## config.mk

```make
export PLATFORM = sky130hd
export DESIGN_NAME = mlp_fc_argmax
export DESIGN_NICKNAME = d
export VERILOG_FILES = /design/src/rtl/mlp_fc_argmax.sv
export SDC_FILE = /design/constraint.sdc
export NUM_CORES = 1
export LEC_CHECK = 0
export ABC_AREA = 1
export CORE_MARGIN = 2
export CORE_UTILIZATION = 64
export DETAILED_ROUTE_END_ITERATION = 10
export PLACE_DENSITY = 0.87
export SLEW_MARGIN = 30
export SYNTH_ARGS = -nofsm -noshare
export SYNTH_HDL_FRONTEND = slang
export SYNTH_SLANG_ARGS = --single-unit
```

## constraint.sdc

```tcl
create_clock -name clk -period 4.35 [get_ports clk]
set_clock_uncertainty 0.15 [all_clocks]
set_input_delay 0.6525 -clock clk [delete_from_list [all_inputs] [get_ports clk]]
set_output_delay 0.6525 -clock clk [all_outputs]
set_load 0.1 [all_outputs]
```

## src/rtl/mlp_fc_argmax.sv

```systemverilog
// ---------------------------------------------------------------------------
// mlp_fc_argmax
//
// Purpose:
//   Parametrised fully-connected output layer followed by an argmax. For each
//   neuron n it streams one sample's features and that neuron's weights (and
//   bias) out of two external synchronous-read memories. It accumulates the
//   signed dot product plus bias and keeps the best-scoring class seen so far.
//   At the end it reports the winning class index and its score.
//
// Ports:
//   clk       in   rising-edge clock
//   rst       in   asynchronous active-low reset
//   start     in   one-cycle run request, honoured only while idle
//   test_num  in   sample index, captured when start is accepted
//   x_addr    out  feature memory address {sample, j}
//   x_data    in   feature data, valid the cycle after x_addr
//   w_addr    out  weight memory address {neuron, j}; j == N_IN is the bias
//   w_data    in   weight/bias data, valid the cycle after w_addr
//   out       out  winning class index (updated only when a run finishes)
//   score     out  winning class score (updated only when a run finishes)
//   busy      out  high from accepted start until done rises
//   done      out  level, high after completion until the next accepted start
//
// Optional build macro:
//   MLP_FC_RELU_EN  when defined, each neuron's score is clamped to max(acc,0)
//                   before comparison and reporting. Latency is unchanged.
// ---------------------------------------------------------------------------
module mlp_fc_argmax #(
    parameter int DATA_W    = 8,
    parameter int ACC_W     = 24,
    parameter int N_IN      = 16,
    parameter int N_OUT     = 10,
    parameter int IN_IDX_W  = 5,
    parameter int OUT_IDX_W = 4,
    parameter int SAMPLE_W  = 10
) (
    input  logic                           clk,
    input  logic                           rst,
    input  logic                           start,
    input  logic [SAMPLE_W-1:0]            test_num,
    output logic [SAMPLE_W+IN_IDX_W-1:0]   x_addr,
    input  logic [DATA_W-1:0]              x_data,
    output logic [OUT_IDX_W+IN_IDX_W-1:0]  w_addr,
    input  logic [DATA_W-1:0]              w_data,
    output logic [OUT_IDX_W-1:0]           out,
    output logic [ACC_W-1:0]               score,
    output logic                           busy,
    output logic                           done
);

    typedef enum logic [2:0] {
        S_IDLE,
        S_ISSUE,
        S_DRAIN,
        S_CMP,
        S_FIN
    } state_t;

    localparam logic [IN_IDX_W-1:0]  LAST_J = IN_IDX_W'(N_IN);
    localparam logic [OUT_IDX_W-1:0] LAST_N = OUT_IDX_W'(N_OUT - 1);

    state_t                  state;
    logic [SAMPLE_W-1:0]     sample;
    logic [OUT_IDX_W-1:0]    n;
    logic [IN_IDX_W-1:0]     j;
    logic                    pend;
    logic                    pend_bias;
    logic signed [ACC_W-1:0] acc;
    logic signed [ACC_W-1:0] max_val;
    logic [OUT_IDX_W-1:0]    idx;

    logic signed [2*DATA_W-1:0] x_ext;
    logic signed [2*DATA_W-1:0] w_ext;
    logic signed [2*DATA_W-1:0] product;
    logic signed [ACC_W-1:0]    term;
    logic signed [ACC_W-1:0]    cand;

    // Addresses come straight from the index registers, so the memories see
    // {sample,j} / {n,j} in the same cycle the FSM is at that index.
    assign x_addr = {sample, j};
    assign w_addr = {n, j};

    // Memory data returns one cycle after its address; pend/pend_bias are the
    // one-cycle-delayed "data valid" and "this beat is the bias" flags.
    // Operands are sign-extended to the product width so the multiply yields
    // the full signed product.
    always_comb begin
        x_ext   = {{DATA_W{x_data[DATA_W-1]}}, x_data};
        w_ext   = {{DATA_W{w_data[DATA_W-1]}}, w_data};
        product = x_ext * w_ext;
        term    = '0;
        if (pend_bias) begin
            term = {{(ACC_W-DATA_W){w_data[DATA_W-1]}}, w_data};
        end else begin
            term = {{(ACC_W-2*DATA_W){product[2*DATA_W-1]}}, product};
        end
    end

    // Value that a finished neuron competes with: the raw accumulator, or the
    // accumulator clamped at zero in the ReLU build.
    always_comb begin
        cand = acc;
`ifdef MLP_FC_RELU_EN
        if (acc[ACC_W-1]) begin
            cand = '0;
        end
`else
`endif
    end

    // Main controller: issues one address per cycle for j = 0..N_IN, lets the
    // final beat drain, compares the neuron against the running maximum, and
    // after the last neuron publishes the result. The accumulate step runs
    // whenever a data beat is pending, independent of the current state.
    always_ff @(posedge clk or negedge rst) begin
        if (!rst) begin
            state     <= S_IDLE;
            sample    <= '0;
            n         <= '0;
            j         <= '0;
            pend      <= 1'b0;
            pend_bias <= 1'b0;
            acc       <= '0;
            max_val   <= '0;
            idx       <= '0;
            out       <= '0;
            score     <= '0;
            busy      <= 1'b0;
            done      <= 1'b0;
        end else begin
            if (pend) begin
                acc <= acc + term;
            end

            case (state)
                S_IDLE: begin
                    if (start) begin
                        sample    <= test_num;
                        n         <= '0;
                        j         <= '0;
                        max_val   <= '0;
                        idx       <= '0;
                        acc       <= '0;
                        pend      <= 1'b0;
                        pend_bias <= 1'b0;
                        busy      <= 1'b1;
                        done      <= 1'b0;
                        state     <= S_ISSUE;
                    end
                end

                S_ISSUE: begin
                    pend      <= 1'b1;
                    pend_bias <= (j == LAST_J);
                    if (j == LAST_J) begin
                        j     <= '0;
                        state <= S_DRAIN;
                    end else begin
                        j <= j + 1'b1;
                    end
                end

                S_DRAIN: begin
                    pend      <= 1'b0;
                    pend_bias <= 1'b0;
                    state     <= S_CMP;
                end

                S_CMP: begin
                    // Strict compare keeps the lowest index on ties.
                    if ((n == '0) || (cand > max_val)) begin
                        max_val <= cand;
                        idx     <= n;
                    end
                    acc <= '0;
                    if (n == LAST_N) begin
                        state <= S_FIN;
                    end else begin
                        n     <= n + 1'b1;
                        state <= S_ISSUE;
                    end
                end

                S_FIN: begin
                    out   <= idx;
                    score <= max_val;
                    done  <= 1'b1;
                    busy  <= 1'b0;
                    state <= S_IDLE;
                end

                default: begin
                    state <= S_IDLE;
                end
            endcase
        end
    end

endmodule

```

; ---- Word-level counts from Yosys, hierarchy flattened
; Cells that the tools add are included.
[totals]
reg_bits = 106
input_bits = 29
out_inout_bits = 54
elab_cells = 67
[classes]
add_sub_neg = 3
multipliers = 1
order_cmp = 1
n_eq_ne = 10
n_mux = 25
n_reduce_logical = 14
[op_table]
columns = operator, count
row1 = $mux W24, 5
row2 = $pmux W24 S2, 2
row3 = $add A24 B24 Y24, 1
row4 = $gt A24 B24 Y1, 1
row5 = $mul A8 B8 Y16, 1
row6 = $pmux W4 S2, 2
row7 = $mux W4, 3
row8 = $pmux W3 S4, 1
row9 = $mux W5, 2
row10 = $pmux W5 S2, 1
row11 = $reduce_and A2 Y1, 5
row12 = $mux W3, 3
row13 = $ne A2 B2 Y1 const B, 4
row14 = $eq A3 B2 Y1 const B, 2
row15 = $pmux W1 S3, 2
row16 = $reduce_and A3 Y1, 2
row17 = $reduce_bool A2 Y1, 3
row18 = $add A5 B1 Y5 const B, 1
row19 = $eq A5 B5 Y1 const B, 1
row20 = $add A4 B1 Y4 const B, 1
row21 = $eq A4 B4 Y1 const B, 1
row22 = $logic_not A4 Y1, 1
row23 = $pmux W1 S2, 2
row24 = $eq A3 B1 Y1 const B, 1
row25 = other kinds (5), 6

; ---- Depth between registers and ports, before layout
[depth]
ltp_word = 6
depth_mapped = 39

; ---- Worst setup path before layout
; No wires, ideal clock.
[synth_path]
path_kind = input to register
startpoint = input port x_data[0]
endpoint = register acc[21]
setup_time_ns = 0.113
t_arrival_ns = 5.911
required_time_ns = 4.087
setup_slack_ns = -1.824
stages = 36
path_buffers = 1
cell_sequence = clkbuf_1 -> or2_2 -> fa_1 -> fa_1 -> inv_1 -> fa_1 -> inv_1 -> fa_1 -> inv_1 -> ha_1 -> inv_1 -> a21oi_1 -> or2_2 -> nand2_1 -> nand2_1 -> nand2_1 -> nand2_1 -> a21oi_1 -> or2_2 -> nand3_1 -> nand2_1 -> inv_1 -> ha_1 -> nand2_1 -> nor2_1 -> nand2_1 -> nand2_1 -> inv_1 -> nand2_1 -> nand2_1 -> nand2_1 -> nand2_1 -> nand3_1 -> nand3_1 -> nand2_1 -> inv_1
[synth_via]
elab_chain_len = 6
[synth_lines]
columns = element, line
row1 = from (decl), 43  ; input logic [DATA_W-1:0] x_data,
row2 = $mul A8 B8 Y16 (*), 91  ; product = x_ext * w_ext;
row3 = $mux W24 (*), 93  ; if (pend_bias) begin
row4 = $add A24 B24 Y24 (*), 133  ; acc <= acc + term;
row5 = $mux W24 (*), 132  ; if (pend) begin
row6 = $mux W24, 138  ; if (start) begin
row7 = $pmux W24 S2 (*), 136  ; case (state)
row8 = to (signal assigned), 133
row9 = to (decl), 69  ; logic signed [ACC_W-1:0] acc;
; Mark *: on every way between the ends. The rest lies on a longest branch, timed or not.
; A chain may end at the register's enable or synchronous reset.

; ---- Final worst setup path
[layout_path]
startpoint = input port x_data[5]
endpoint = register acc[22]
; The elaborated chain is that of the path after synthesis.

==> metrics.txt <==
status=finished with violations; failing checks=negative setup slack; Num CTS Buffers=9; Synth warnings=0; pin count of the biggest net entering global routing=75; synthesized net count=1415; gr ovfl total=0; leading cell type in the layout, fill and taps excluded=nand2_1; Area after DPL=11300 µm²; fin crit period=6750 ps; Area Growth Syn to Fin=36.6%; I/O Buffers=82; CTS Root Buffer Type=clkbuf_16; Final Hold Viols=0; # H-tree levels=3; Mapped Cells=1248; filler cell count=575; layout cells sized above 1=0.291; Die ar.=15500 µm²; worst-skew pair later-pin latency=370 ps; IO Pins=83; EDFF count, synth=0; chip width=124 µm; DRT Pass-1 Iters=8; Detailed Route WL=35.3 mm; Die Y-Extent=124 µm; worst-path maximum fanout=6; number of core rows=43; hold_ws=140 ps; ys async rst share=1.00; CTS Buffer Depth=2; crit path launch type=input port; critical path class=input port to register; hold_buf cts=0; Met1 Wirelength=11.9 mm; CP required=4510 ps; Detailed Place HPWL=18.2 mm; Tightest Pin Transition=1030 ps; first-pass GRT wire length=45.0 mm; Highest Signal Layer=met4; initial antenna violation count=0; worst hold path type=input port to asynchronous set/reset pin; Yosys reg bits=106; Mapped Area=9280 µm²; dpl ws=-2350 ps; number of global-route vias before repair=9382; GRT Total Usage=0.357; pins over their slew limit=0; clock slew at reported path FFs=80 ps; Slew HR=0.314; Main synth FF type=dfrtp_1; Worst setup EP type=register; final setup fails=19; setup TNS=-26200 ps; post-route clock period utilization=1.55; commonest cells after routing, fill and taps aside=287 x nand2_1, 207 x inv_1, 113 x buf_4; Mean Syn Cell Area=7.43 µm²; Via Count=10400; Crit-path slowest cell=nor3_1; GPL Wtd Cong=0.962; Netlist cell types=41; R2R depth=14; Clock Sinks=106; effective utilization at floorplan=0.661; nets=1598; # DRC=0; slack of the critical path=-2400 ps; CP arrival=6910 ps; Max Clk Rate=148 MHz; Final Cell Area=12700 µm²; Core ar.=14000 µm²; Initial DRC Count=1586; post-route ant nets=0; crit-path max cell delay=710 ps; met3 WL post-DR=4.16 mm; DR WL/cell=21.9 µm; CTS tree=yes; met2 wire len=16.0 mm; Seq/Total Area, Yosys=0.286; flop-to-flop setup slack=340 ps; RSZ-0062 raised after global routing=yes; max-cap check violation count=0; Via density=6.41; ant diodes=0
==> worst max-delay path, delay by kind of cell <==
kind	cells	cell delay (ps)
buffers and inverters	8	720
adder cells (fa/ha/maj)	6	2630
XOR/XNOR	1	240
AO/OA/AOI/OAI	4	650
AND/OR/NAND/NOR	11	1990
==> layout make-up <==
type | instances | area [µm²] | area share
Multi-Input combinational cell | 845 | 6620 | 0.522
Inverter | 254 | 977 | 0.0771
Timing Repair Buffer | 214 | 1900 | 0.150
Clock buffer | 11 | 253 | 0.0199
Tap cell | 180 | 225 | 0.0178
Timing Repair inverter | 1 | 11.3 | 0.000889
Clock inverter | 4 | 35.0 | 0.00276
Sequential cell | 106 | 2650 | 0.209
==> layer usage <==
metal  track usage  vias to the layer above
met1         0.440                     4771
met5             0                        -
li1              -                     4229
met4         0.174                        0
met2         0.593                      983
met3        0.0829                      372
==> flip-flops by register name, summed over array words and instances, names as in the netlist, 3 cells and up <==
name     count
sample      10
max_val     24
idx          4
score       24
out          4
n            4
acc         24
state        3
j            5
==> per-stage QoR <==
stage | utilization | cells
detailed placement | 0.808 | 1571
global placement | 0.808 | 1571
floorplan | - | 1248
finish | 0.903 | 1615
CTS | 0.860 | 1607
global route | 0.903 | 1615
==> Yosys cell counts (4+ instances only) <==
library cell  instances  area, µm²
o21bai_1              5       37.5
ha_1                 82       1030
xor2_1                8       70.1
buf_4                 8       60.1
nand4_1              12       75.1
o21a_1                4       30.0
or2_2                 8       50.1
nand3_1              59        295
inv_1               253        950
o211ai_1              9       67.6
nor3_1                8       40.0
clkbuf_1             29        109
nand3_2              15        150
xnor2_1               4       35.0
dfrtp_1             106       2650
a21oi_1              61        305
o21ai_0              62        310
nor2_1               83        312
nand2_1             339       1270
fa_1                 56       1120
==> kinds of logic (layout without fill, tap and decap cells) <==
kind of cell               count (synthesis)  count (layout)  share of synthesized area
adders and majority gates                138             138                      0.231
xor gates and xnor gates                  12              12                     0.0113
buffers and inverters                    297             484                      0.129
AOI/OAI and AO/OA                        160             160                     0.0958
and+or+nand+nor                          535             535                      0.247
DFF                                      106             106                      0.286
==> worst paths after layout <==
kind                                  start          end
worst max-delay path              x_data[5]      acc[22]
worst min-delay path                    rst      acc[10]
worst max register to register    pend_bias      acc[22]
worst min register to register  max_val[15]  max_val[15]
max in group asynchronous               rst  max_val[14]
min in group clk                max_val[15]  max_val[15]
==> timing repair <==
item,4_1_cts,5_1_grt
buffers inserted,25,11
pin swaps,90,85
gates cloned,1,0
gates resized for setup,162,167
endpoints found under the setup margin,20,19
Power is left out: the tool's default activity adds up to more than one toggle a clock period on the data nets, which glitch-free logic cannot reach.
